==> src/rtl/operand_stage.sv <==
// rtl/operand_stage.sv - registered operand selection with forwarding and valid/ready slice
// Optional OPERAND_SKID_EN adds a second (skid) entry so in_ready is a pure register output.
module operand_stage #(
    parameter int XLEN    = 32,
    parameter int NUM_FWD = 2,
    parameter int PC_INC  = 4
) (
    input  logic                    clk,
    input  logic                    rst_n,
    input  logic                    in_valid,
    output logic                    in_ready,
    input  logic [1:0]              operand_ASel,
    input  logic [2:0]              operand_BSel,
    input  logic [XLEN-1:0]         pc,
    input  logic [4:0]              rs1_addr,
    input  logic [4:0]              rs2_addr,
    input  logic [XLEN-1:0]         rs1,
    input  logic [XLEN-1:0]         rs2,
    input  logic [XLEN-1:0]         itype_imm,
    input  logic [XLEN-1:0]         utype_imm,
    input  logic [XLEN-1:0]         stype_imm,
    input  logic [XLEN-1:0]         sbtype_imm,
    input  logic [XLEN-1:0]         ujtype_imm,
    input  logic [NUM_FWD-1:0]      fwd_valid,
    input  logic [5*NUM_FWD-1:0]    fwd_addr,
    input  logic [XLEN*NUM_FWD-1:0] fwd_data,
    input  logic                    flush,
    output logic                    out_valid,
    input  logic                    out_ready,
    output logic [XLEN-1:0]         operand_A,
    output logic [XLEN-1:0]         operand_B,
    output logic [XLEN-1:0]         store_data,
    output logic [XLEN-1:0]         out_pc
);

    localparam logic [XLEN-1:0] PC_INC_W = XLEN'(PC_INC);

    typedef struct packed {
        logic [XLEN-1:0] a;
        logic [XLEN-1:0] b;
        logic [XLEN-1:0] sd;
        logic [XLEN-1:0] pc;
    } ops_t;

    logic [XLEN-1:0] src1, src2;
    ops_t            ops_new;
    ops_t            out_q;
    logic            valid_q, valid_d;
    logic            accept;
    logic            load_out;

    // Walk channels oldest to youngest so the lowest-indexed match is written last and wins.
    always_comb begin
        src1 = rs1;
        src2 = rs2;
        for (int i = NUM_FWD - 1; i >= 0; i--) begin
            if (fwd_valid[i] && (rs1_addr != 5'd0) && (fwd_addr[5*i +: 5] == rs1_addr))
                src1 = fwd_data[XLEN*i +: XLEN];
            if (fwd_valid[i] && (rs2_addr != 5'd0) && (fwd_addr[5*i +: 5] == rs2_addr))
                src2 = fwd_data[XLEN*i +: XLEN];
        end
    end

    always_comb begin
        ops_new    = '0;
        ops_new.sd = src2;
        ops_new.pc = pc;
        case (operand_ASel)
            2'b00:   ops_new.a = src1;
            2'b01:   ops_new.a = pc;
            2'b10:   ops_new.a = pc + PC_INC_W;
            default: ops_new.a = '0;
        endcase
        case (operand_BSel)
            3'd0:    ops_new.b = src2;
            3'd1:    ops_new.b = itype_imm;
            3'd2:    ops_new.b = utype_imm;
            3'd3:    ops_new.b = stype_imm;
            3'd4:    ops_new.b = sbtype_imm;
            3'd5:    ops_new.b = ujtype_imm;
            default: ops_new.b = '0;
        endcase
    end

`ifdef OPERAND_SKID_EN
    ops_t skid_q;
    logic skid_valid_q, skid_valid_d;
    logic out_from_skid, load_skid;

    always_comb begin
        in_ready      = !skid_valid_q;
        accept        = in_valid && in_ready && !flush;
        valid_d       = valid_q;
        skid_valid_d  = skid_valid_q;
        load_out      = 1'b0;
        load_skid     = 1'b0;
        out_from_skid = 1'b0;
        if (flush) begin
            valid_d      = 1'b0;
            skid_valid_d = 1'b0;
        end else if (!valid_q || out_ready) begin
            // Output slot frees up: the parked entry is older than anything arriving now.
            if (skid_valid_q) begin
                out_from_skid = 1'b1;
                skid_valid_d  = 1'b0;
                valid_d       = 1'b1;
            end else if (accept) begin
                load_out = 1'b1;
                valid_d  = 1'b1;
            end else begin
                valid_d = 1'b0;
            end
        end else if (accept) begin
            load_skid    = 1'b1;
            skid_valid_d = 1'b1;
        end
    end

    always_ff @(posedge clk or negedge rst_n) begin
        if (!rst_n) begin
            skid_valid_q <= 1'b0;
            skid_q       <= '0;
        end else begin
            skid_valid_q <= skid_valid_d;
            if (load_skid)
                skid_q <= ops_new;
        end
    end

    always_ff @(posedge clk or negedge rst_n) begin
        if (!rst_n) begin
            out_q <= '0;
        end else if (out_from_skid) begin
            out_q <= skid_q;
        end else if (load_out) begin
            out_q <= ops_new;
        end
    end
`else
    always_comb begin
        in_ready = !valid_q || out_ready;
        accept   = in_valid && in_ready && !flush;
        valid_d  = valid_q;
        load_out = 1'b0;
        if (flush) begin
            valid_d = 1'b0;
        end else if (accept) begin
            valid_d  = 1'b1;
            load_out = 1'b1;
        end else if (out_ready) begin
            valid_d = 1'b0;
        end
    end

    always_ff @(posedge clk or negedge rst_n) begin
        if (!rst_n) begin
            out_q <= '0;
        end else if (load_out) begin
            out_q <= ops_new;
        end
    end
`endif

    always_ff @(posedge clk or negedge rst_n) begin
        if (!rst_n)
            valid_q <= 1'b0;
        else
            valid_q <= valid_d;
    end

    assign out_valid  = valid_q;
    assign operand_A  = out_q.a;
    assign operand_B  = out_q.b;
    assign store_data = out_q.sd;
    assign out_pc     = out_q.pc;

endmodule

==> config.mk <==
export PLATFORM = sky130hd
export DESIGN_NAME = operand_stage
export DESIGN_NICKNAME = d
export VERILOG_FILES = /design/src/rtl/operand_stage.sv
export SDC_FILE = /design/constraint.sdc
export NUM_CORES = 1
export LEC_CHECK = 0
export CELL_PAD_IN_SITES_DETAIL_PLACEMENT = 1
export CELL_PAD_IN_SITES_GLOBAL_PLACEMENT = 1
export CORE_AREA = 2 2 186 188
export CTS_CLUSTER_DIAMETER = 30
export CTS_CLUSTER_SIZE = 30
export DETAILED_ROUTE_END_ITERATION = 10
export DIE_AREA = 0 0 188 190
export PLACE_DENSITY = 0.84
export SLEW_MARGIN = 20
export SYNTH_ARGS = -nofsm -noshare
export SYNTH_HDL_FRONTEND = slang
export SYNTH_SLANG_ARGS = --single-unit
==> constraint.sdc <==
create_clock -name clk -period 2.3 [get_ports clk]
set_input_delay 0.46 -clock clk [delete_from_list [all_inputs] [get_ports clk]]
set_output_delay 0.46 -clock clk [all_outputs]
set_load 0.05 [all_outputs]
Word level (Yosys, flattened, before mapping)
Cells that the tools add are included.
{"block": "classes", "add_sub_neg": 1, "n_eq_ne": 11, "mux": 11, "n_reduce_logical": 18}
{"op": "$pmux 32 s6", "n": 1}
{"op": "$mux 32", "n": 4}
{"op": "$pmux 32 s3", "n": 1}
{"op": "$add 32x3->32 const B", "n": 1}
{"op": "$eq 5x5->1", "n": 4}
{"op": "$logic_and 1x1->1", "n": 10}
{"op": "$reduce_bool 5->1", "n": 2}
{"op": "$eq 3x2->1 const B", "n": 2}
{"op": "$eq 3x3->1 const B", "n": 2}
{"op": "$mux 1", "n": 5}
{"op": "$eq 3x1->1 const B", "n": 1}
{"op": "$logic_not 3->1", "n": 1}
{"op": "$reduce_bool 3->1", "n": 1}
{"op": "$eq 2x1->1 const B", "n": 1}
{"op": "$eq 2x2->1 const B", "n": 1}
{"op": "$logic_not 1->1", "n": 2}
{"op": "$logic_not 2->1", "n": 1}
{"op": "$logic_or 1x1->1", "n": 1}
{"block": "word_totals", "register_bits": 129, "inputBits": 352, "out_inout_bits": 130, "word_cells": 46}

Depth between registers and ports, before layout
Gate-level depths: netlist of run 1.
{"block": "depth", "ltp_word": 6, "ltp_mapped": 8, "mapped_depth_nobuf": 7}

Worst setup path after synthesis of run 1
OpenSTA, ideal clock, no wires.
{"block": "synth_path", "kind": "register to register", "startpoint": "register valid_q, in the netlist out_valid", "endpoint": "register out_q (netlist bit operand_A[13])", "setup_ns": 0.124, "arrival_ns": 2.161, "t_required_ns": 2.176, "slack_ns": 0.015, "path_stages_with_launch": 8, "path_buffers": 2, "period_less_slack_ns": 2.285, "path_cell_list": "dfrtp_1 nor2b_1 inv_1 nand3b_1 clkbuf_1 clkbuf_1 nor2_1 a211o_1"}
{"block": "synth_between", "elab_chain_len": 6}
{"item": "start, declared", "line_no": "48", "rtl": "logic valid_q, valid_d;"}
{"item": "start signal, assigned", "line_no": "168", "rtl": "valid_q <= valid_d;"}
{"item": "$logic_not 1->1", "line_no": "141", "rtl": "in_ready = !valid_q || out_ready;"}
{"item": "$logic_or 1x1->1", "line_no": "141"}
{"item": "named net in_ready", "line_no": "11", "rtl": "output logic in_ready,"}
{"item": "$logic_and 1x1->1 (2 in series)", "line_no": "142", "rtl": "accept = in_valid && in_ready && !flush;"}
{"item": "$mux 1", "line_no": "147", "rtl": "end else if (accept) begin"}
{"item": "$mux 1", "line_no": "145", "rtl": "if (flush) begin"}
{"item": "end signal, assigned", "line_no": "159", "rtl": "out_q <= ops_new;"}
{"item": "end, declared", "line_no": "47", "rtl": "ops_t out_q;"}
The timed path passes the listed nets, and every way through them passes these cells.
A chain may end at the register's enable or synchronous reset.

Worst setup path after layout of run 1
{"block": "layout_path", "startpoint": "input rs1_addr[2]", "endpoint": "register out_q (netlist bit operand_A[24])"}
{"block": "layout_between", "elab_chain_len": 6, "elab_cells_between_ends": 10, "cone_classes": "eq/ne: 2; mux: 3; reduce/logical: 5"}
{"item": "start, declared", "line_no": "15", "rtl": "input logic [4:0] rs1_addr,"}
{"item": "$reduce_bool 5->1", "line_no": "57", "rtl": "if (fwd_valid[i] && (rs1_addr != 5'd0) && (fwd_addr[5*i +: 5] == rs1_addr))"}
{"item": "$logic_and 1x1->1 (2 in series)", "line_no": "57"}
{"item": "$mux 32", "line_no": "57"}
{"item": "$mux 32 *", "line_no": "57"}
{"item": "$pmux 32 s3 *", "line_no": "68", "rtl": "case (operand_ASel)"}
Every way passes the cells marked *; elsewhere a longest branch is shown, timed or not.

==> impl_metrics.tcl, run 1 <==
set metrics [dict create \
    outcome "completed" \
    grtUsageMet3_pct 5.90 \
    synth_edf_count 0 \
    die_w_um 188 \
    cts-root-buf "clkbuf_16" \
    setup_tns_ns 0 \
    floorplan.core_area_um2 33900 \
    post-route-util_pct 47.8 \
    grt_pass1_wl_um 77300 \
    rsz0062_at_grt "false" \
    ir_drop_mv 0.388 \
    ff2ff_path_depth 10 \
    start_kind "primary input" \
    end_kind "flip-flop" \
    start_util_pct 26.0 \
    final_common_cell "clkdlybuf4s50_1" \
    avgSynthCellArea_um2 8.49 \
    p_per_area_nw_per_um2 606 \
    wl_per_cell_um 24.9 \
    synth_cell_types 56 \
    slowest_stage "or4_4" \
    syn-cell-area_um2 8810 \
    grt_most_used_layer "met2" \
    finalSetupViolations 0 \
    cts_made_buffers 17 \
    placedCellCount 2051 \
    p_leak_nw 6.74 \
    drtPass1Iterations 5 \
    clockBufferDepth 2 \
    gp_congestion 1.02 \
    first_iter_violations 675 \
    maxSlewViolCount 0 \
    hold_ws_ns 0.0192 \
    globalRouteTotalUtil_pct 28.6 \
    synthCells 1038 \
    placementRows 68 \
    synth_area_leaders "dfrtp_1, mux2_2, o21ai_0" \
    maxCapViolations 0 \
    first_global_vias 12100 \
    worst-setup-path-type "in2reg" \
    dieArea_um2 35700 \
    cp_cell_sequence "dlygate4sd2_1, or4_4, o211ai_1, buf_4, nor2_4, buf_12, buf_4, mux2i_2, a21oi_2, or2_1" \
    io_pins 482 \
    grt_max_degree 67 \
    multi_input_area_um2 5390 \
    area_growth_pct 84.0 \
    final_cell_mix "clkdlybuf4s50_1, buf_4, nand2_1, o21ai_0, dfrtp_1" \
    cp_slowest_stage_delay_ns 0.53 \
    dieHeight_um 190 \
    grt-ovfl-total 0 \
    yosysSeqAreaShare_pct 36.6 \
    hold_viol 0 \
    clk_pin_slew_ns 0.06 \
    cts_tree "yes" \
    use_met1_pct 35.6 \
    drtAntennaViolNets 0 \
    hp-class "in2async" \
    arrival_ns 2.55 \
    io_buffers 481 \
    wl_um 52700 \
    layout-drive-gt1-share_pct 19.7 \
    crit_path_max_fanout 5 \
    crit_required_ns 2.60 \
    synth_nets 1391 \
    antenna_found_initial 13 \
    seqCellArea_um2 3230 \
    cts.htree.levels 4 \
    min_period_over_period_pct 97.5 \
    vias 11200 \
    fmax_mhz 446 \
    ys.flop_type "dfrtp_1" \
    relSlewSlack_pct 46.0 \
    ys.warnings.count 0 \
    fillers 3868 \
    route.detailed.drc 0 \
    finish.instance_area_um2 16200 \
    ys_ff_latch 129 \
    fin_cells 2113 \
    globalRouteMet2Util_pct 48.0 \
    tightest_slew_ns 0.809 \
    dpl_cell_area_um2 15300 \
    hold_buffers 0 \
    viasPerCell 5.29 \
    cp_common_cell "buf_4" \
    finalNetCount 1986 \
    clock_sinks 129 \
    yosys.area.top_type "dfrtp_1" \
    synth.top_cell.area_share_pct 36.6 \
    skew_ns 0.0106 \
    ys_async_sr_fraction_pct 100 \
    clock_latency_ns 0.43 \
    place_hpwl_um 42300 \
    period_minus_slack_ns 2.24 \
]
-- through the flow --
| stage | worst slack, ns | power (mW) |
|---|---|---|
| after floorplan | 0.0150 | 4.94 |
| after global placement | -1.07 | 7.02 |
| after detailed placement | -0.797 | 7.09 |
| after CTS | 0.00515 | 9.85 |
| after global routing | 0.000159 | 10.2 |
| final | 0.0577 | 9.83 |
-- what timing repair did --
item / 4_1_cts / 5_1_grt
setup buffers: 9 / 8
resized for setup: 26 / 36
endpoints found under the setup margin: 95 / 67
hold endpoints to repair: 0 / 0
gates cloned: 1 / 0
pin swaps: 10 / 10
-- cell families (layout without fill, tap and decap cells) --
logic type | count (synthesis) | in the layout | synth area share (%)
compound gates | 349 | 349 | 25.6
simple gates | 321 | 322 | 16.2
flops | 129 | 129 | 36.6
mux | 116 | 116 | 14.1
buf+inv | 89 | 696 | 4.10
xor+xnor | 33 | 33 | 3.28
fa+ha+maj | 1 | 1 | 0.142
other cells | 0 | 12 | 0
-- synthesized netlist by cell type, types with 3 or more instances --
cell type,n
nor3_1,8
o221ai_1,21
a211oi_1,13
nand4_1,7
o311a_1,4
mux2i_1,52
nand3_1,16
a221oi_1,36
mux2_2,63
a22oi_1,42
o31a_1,3
buf_1,10
nand2b_1,4
dfrtp_1,129
nor4_1,5
a21o_1,14
a21oi_1,38
o21ai_1,5
and3_1,8
o21ai_0,140
clkbuf_1,59
buf_2,16
or4_1,4
xnor2_1,19
o211ai_1,5
a211o_1,3
nand2_1,158
xor2_1,14
nor2_1,86
o22ai_1,12
nor2b_1,7
-- path summary, 6_finish.rpt --
check | start | endpoint | slack (ns)
max in group asynchronous | rst_n | operand_B[27] | 1.92
hold / removal | rst_n | out_pc[9] | 0.02
min in group clk | pc[2] | out_pc[2] | 0.41
setup / recovery | rs1_addr[2] | operand_A[24] | 0.06
hold reg to reg | store_data[1] | store_data[1] | 0.48
setup reg to reg | out_valid | operand_A[1] | 0.19
-- state kept, by name (all words and copies together) (netlist names) --
name / flops
operand_A: 32
out_valid: 1
store_data: 32
operand_B: 32
out_pc: 32
-- routing by layer --
metal  part of all wire (%)  up-vias
met3                    6.7      100
met4                    3.8        0
li1                       -     5042
met1                     41     5534
met5                      0        -
met2                     48      498
-- worst max-delay path, delay by kind of cell --
family,cells,cell delay [ns]
AND/OR/NAND/NOR,3,0.82
buffers and inverters,4,0.73
AO/OA/AOI/OAI,2,0.33
multiplexers,1,0.20
-- area by class of cell --
cell class              count  share of cell area [%]
repair buffers            662                    39.6
clock inverters            14                   0.818
inverters                   2                  0.0463
flip-flops and latches    129                    19.9
clock buffers              18                    2.71
well taps                 455                    3.51
diodes                     12                   0.185
multi-input cells         821                    33.3
-- report_power, final --
part	internal (mW)	leakage [nW]	switching, mW
logic	1.70	4.91	2.51
clock network	1.53	0.262	1.21
registers	2.63	1.57	0.246
total	5.87	6.74	3.96
Note: power is estimated with default switching activity, not from simulation.
==> run 2, diff against run 1 <==
Settings changed: CTS_CLUSTER_SIZE 30 to default, PLACE_DENSITY 0.84 to 0.85, SKIP_CTS_REPAIR_TIMING from default to 1.
==> run 2 against run 1 <==
Net effect: maximum frequency fell by 2.2%; sequential power barely moved; clock power rose by 5%; combinational power rose by 1%; design area rose by 1.4%; routed wire length rose by 1.1%.
==> impl_metrics.tcl, run 2 (synthesis results as in run 1) <==
set metrics [dict create \
    worst-setup-path-type "in2reg" \
    grt_pass1_wl_um 76000 \
    arrival_ns 2.60 \
    dieHeight_um 190 \
    place_hpwl_um 42000 \
    period_minus_slack_ns 2.29 \
    hp-class "in2reg" \
    sw_frac_of_total_pct 39.6 \
    pwr-share-seq_pct 28.8 \
    wl_um 53200 \
    drtAntennaViolNets 0 \
    grt_max_degree 44 \
    finish.instance_area_um2 16400 \
    start_kind "primary input" \
    crit_path_max_fanout 21 \
    vias 11200 \
    clk_pin_slew_ns 0.07 \
    slowest_stage "clkdlybuf4s50_1" \
    dieArea_um2 35700 \
    cts.htree.levels 4 \
    area_growth_pct 86.5 \
    hold_viol 0 \
    power_frac_clock_pct 28.6 \
    placementRows 68 \
    maxCapViolations 0 \
    end_kind "flip-flop" \
    worstHoldEndpoint "out_pc[6]" \
    globalRouteTotalUtil_pct 28.1 \
    io_pins 482 \
    p_total_mw 9.99 \
    antenna_found_initial 11 \
    cp_slowest_stage_delay_ns 0.59 \
    fmax_mhz 436 \
    ir_drop_mv 0.371 \
    cts_made_buffers 17 \
    cts_tree "yes" \
    io_buffers 481 \
    first_iter_violations 604 \
    floorplan.core_area_um2 33900 \
    tightest_slew_ns 1.13 \
    p_sw_mw 3.96 \
    post-route-util_pct 48.4 \
    cp_cell_sequence "clkdlybuf4s50_1, xnor2_1, nand4_1, or3_4, buf_12, o21ai_0, a21oi_2, a211o_1" \
    drtPass1Iterations 5 \
    min_from "pc[6]" \
    gp_congestion 0.999 \
    final_cell_mix "clkdlybuf4s50_1, nand2_1, buf_4, o21ai_0, dfrtp_1" \
    r2r_slack_ns 0.24 \
    skew_ns 0.00776 \
    layout-drive-gt1-share_pct 20.0 \
    grt-ovfl-total 0 \
    comb_power_share_pct 42.6 \
    relSlewSlack_pct 24.8 \
    clock_latency_ns 0.42 \
    p_per_area_nw_per_um2 608 \
    min_period_over_period_pct 99.7 \
    setup_slack_ns 0.00711 \
    rr_endpoint "operand_B[26]" \
    setup_tns_ns 0 \
    outcome "completed" \
    crit_required_ns 2.60 \
    first_global_vias 11900 \
    route.detailed.drc 0 \
    wl_per_cell_um 25.3 \
    clockBufferDepth 2 \
    start_util_pct 26.0 \
    rsz0062_at_grt "false" \
    reg2reg_from "out_valid" \
    cts-root-buf "clkbuf_16" \
    clock_sinks 129 \
    p_int_mw 6.03 \
    final_common_cell "clkdlybuf4s50_1" \
    finalNetCount 1980 \
    hold_depth 3 \
    viasPerCell 5.32 \
    maxSlewViolCount 0 \
    dpl_worst_slack_ns -0.607 \
    ff2ff_path_depth 8 \
    die_w_um 188 \
    p_leak_nw 6.88 \
    dpl_cell_area_um2 15300 \
    finalSetupViolations 0 \
]
run 2: layer usage:
layer | part of all wire, % | track usage (%)
met1 | 40 | 34.1
met2 | 49 | 47.5
met3 | 7.2 | 7.19
met4 | 3.6 | 11.6
met5 | 0.021 | 0
run 2: worst max-delay path by stage:
stage,from,endpoint,slack (ns),depth (start not counted)
finish,fwd_addr[4],operand_A[13],0.007,8
global route,fwd_addr[2],operand_A[13],0.0006,8
CTS,fwd_addr[7],operand_A[13],-0.17,8
detailed placement,fwd_addr[7],operand_A[13],-0.61,8
global placement,fwd_addr[5],operand_A[13],-0.54,8
floorplan,out_valid,operand_A[13],0.01,7
run 2: stage by stage:
step	hold WS, ns	cells
finish	0.331	2105
global route	0.368	2105
CTS	-0.0322	2080
detailed placement	0.426	2048
global placement	0.421	2048
floorplan	0.164	1038
run 2: final cells by class:
type | instances | area, um^2
diodes | 10 | 25.0
multi-input cells | 820 | 5490
repair buffers | 657 | 6520
inverters | 2 | 7.51
clock inverters | 13 | 150
flip-flops and latches | 129 | 3230
fillers | 3864 | 17500
well taps | 455 | 569
clock buffers | 19 | 453
run 2: power by group through the flow:
| stage | combinational (mW) | clock (mW) | sequential [mW] |
|---|---|---|---|
| after floorplan | 0.787 | 0 | 4.15 |
| after global placement | 4.12 | 0 | 2.89 |
| after detailed placement | 4.18 | 0 | 2.90 |
| after CTS | 4.20 | 2.91 | 2.87 |
| after global routing | 4.44 | 3.01 | 2.91 |
| final | 4.25 | 2.86 | 2.88 |
run 2: worst max-delay path: cells and delay by family:
| family | cells | cell delay [ns] |
|---|---|---|
| XOR/XNOR | 1 | 0.16 |
| AO/OA/AOI/OAI | 3 | 0.64 |
| AND/OR/NAND/NOR | 2 | 0.55 |
| buffers and inverters | 2 | 0.77 |
==> run 3, diff against run 2 <==
--- a/config.mk
+++ b/config.mk
@@ -9,4 +9,5 @@
 export CELL_PAD_IN_SITES_GLOBAL_PLACEMENT = 1
 export CORE_AREA = 2 2 186 188
+export CTS_BUF_LIST = sky130_fd_sc_hd__clkbuf_4 sky130_fd_sc_hd__clkbuf_8
 export CTS_CLUSTER_DIAMETER = 30
 export DETAILED_ROUTE_END_ITERATION = 10
==> constraint.sdc (replaced) <==
create_clock -name clk -period 2.3 [get_ports clk]
set_input_delay 0.46 -clock clk [delete_from_list [all_inputs] [get_ports clk]]
set_output_delay 0.46 -clock clk [all_outputs]
set_load 0.1 [all_outputs]
==> run 3 against run 2 <==
Net effect: via count rose by 0.35%; register-to-register slack improved by 0.02 ns; maximum frequency rose by 2.7%; critical endpoint unchanged; global-route usage barely moved; sequential cell count did not move; clock skew rose by 0.0074 ns; core utilization fell by 1.4 points; routed wire length fell by 0.56%.
==> impl_metrics.tcl, run 3 (synthesis results as in run 1) <==
set metrics [dict create \
    outcome "completed" \
    critical-path-top-delay-family "simple AND/OR/NAND/NOR gates" \
    slowest_stage "clkdlybuf4s50_1" \
    maxSlewViolCount 0 \
    area_growth_pct 81.0 \
    io_buffers 481 \
    hp-class "in2reg" \
    finalSetupViolations 0 \
    globalRouteMet2Util_pct 46.8 \
    grt_most_used_layer "met2" \
    seqCellArea_um2 3230 \
    layout-drive-gt1-share_pct 28.5 \
    p_total_mw 10.6 \
    antenna_found_initial 14 \
    dieHeight_um 190 \
    wl_per_cell_um 25.1 \
    drtPass1Iterations 5 \
    ir_drop_mv 0.455 \
    cp_slowest_stage_delay_ns 0.52 \
    finalNetCount 1978 \
    clockBufferDepth 2 \
    tightest_slew_ns 0.763 \
    end_kind "flip-flop" \
    hold_viol 0 \
    io_pins 482 \
    cts_tree "yes" \
    p_leak_nw 6.86 \
    final_common_cell "clkdlybuf4s50_1" \
    worst-setup-path-type "in2reg" \
    skew_ns 0.0152 \
    clk_pin_slew_ns 0.08 \
    maxCapViolations 0 \
    vias 11200 \
    multi_input_area_um2 5590 \
    start_kind "primary input" \
    grt_max_degree 56 \
    clock_sinks 129 \
    crit_path_max_fanout 7 \
    cts_made_buffers 17 \
    globalRouteTotalUtil_pct 28.1 \
    p_per_area_nw_per_um2 663 \
    drtAntennaViolNets 0 \
    first_global_vias 11900 \
    relSlewSlack_pct 49.0 \
    clock_latency_ns 0.45 \
    floorplan.core_area_um2 33900 \
    use_met1_pct 34.8 \
    final_cell_mix "clkdlybuf4s50_1, buf_4, nand2_1, o21ai_0, dfrtp_1" \
    critical_path_buf_inv_count 2 \
    place_hpwl_um 42100 \
    grtUsageMet3_pct 6.51 \
    grt-ovfl-total 0 \
    start_util_pct 26.0 \
    crit_required_ns 2.64 \
    period_minus_slack_ns 2.23 \
    cp_cell_sequence "clkdlybuf4s50_1, and4_4, or4b_1, buf_4, a21o_2, a21oi_1, nor2_1, a211o_1" \
    placementRows 68 \
    setup_tns_ns 0 \
    wl_um 52900 \
    arrival_ns 2.57 \
    rsz0062_at_grt "true" \
    cts.htree.levels 4 \
    first_iter_violations 708 \
    dieArea_um2 35700 \
    viasPerCell 5.34 \
    cts-root-buf "clkbuf_8" \
    gp_congestion 1.03 \
    grt_pass1_wl_um 75700 \
    min_period_over_period_pct 97.1 \
    fillers 3862 \
    route.detailed.drc 0 \
    fmax_mhz 448 \
    die_w_um 188 \
]
run 3: cell types whose count changed in the layout (fill, tap and decap cells not counted), sizes merged:
cell           delta
clkinvlp          +1
clkinv            +1
dlymetal6s2s      -9
inv               -5
nor2              +1
buf             +125
diode             +4
clkbuf            +1
clkdlybuf4s50   -119
bufinv            +1
run 3: through the flow:
step	utilization, %	hold slack [ns]	instances	worst slack, ns	instance area [um^2]
finish	47.0	0.427	2106	0.0665	16000
global route	47.0	0.428	2106	-0.0324	16000
CTS	45.2	-0.0121	2075	-0.153	15300
detailed placement	44.0	0.468	2044	-0.656	14900
global placement	44.0	0.462	2044	-0.619	14900
floorplan	-	0.164	1038	-0.0456	8840
run 3: final timing paths:
kind	from	end	slack (ns)	depth (start not counted)
setup / recovery	pc[3]	operand_A[13]	0.07	8
hold / removal	pc[2]	out_pc[2]	0.43	4
setup reg to reg	out_valid	operand_B[30]	0.26	7
hold reg to reg	out_pc[6]	out_pc[6]	0.48	2
max in group asynchronous	rst_n	operand_A[0]	1.04	3
min in group asynchronous	rst_n	out_pc[21]	0.54	2
run 3: cell type report:
class	instances	area share (%)
antenna	14	0.220
inverter	2	0.0706
clock inverter	11	0.870
timing repair buffer	654	38.3
clock buffer	20	1.65
multi-input combinational	821	35.0
tap	455	3.57
sequential	129	20.3
run 3: metal layers:
| metal | share of wire, % | vias up |
|---|---|---|
| li1 | - | 5022 |
| met1 | 40 | 5619 |
| met2 | 49 | 500 |
| met3 | 6.9 | 98 |
| met4 | 3.8 | 0 |
| met5 | 0 | - |
run 3: worst register-to-register path: stages (launching register included):
cell,delay (ns)
dfrtp_4,0.48
nor2b_4,0.15
nor3b_2,0.20
buf_4,0.19
buf_4,0.32
o221ai_1,0.29
o21ai_0,0.18
nand2_1,0.10
run 3: power by group:
| group | total, mW | internal, mW | leakage [nW] | switching [mW] |
|---|---|---|---|---|
| combinational | 5.56 | 1.59 | 5.08 | 3.97 |
| sequential | 2.88 | 2.63 | 1.57 | 0.250 |
| clock | 2.14 | 1.11 | 0.205 | 1.03 |
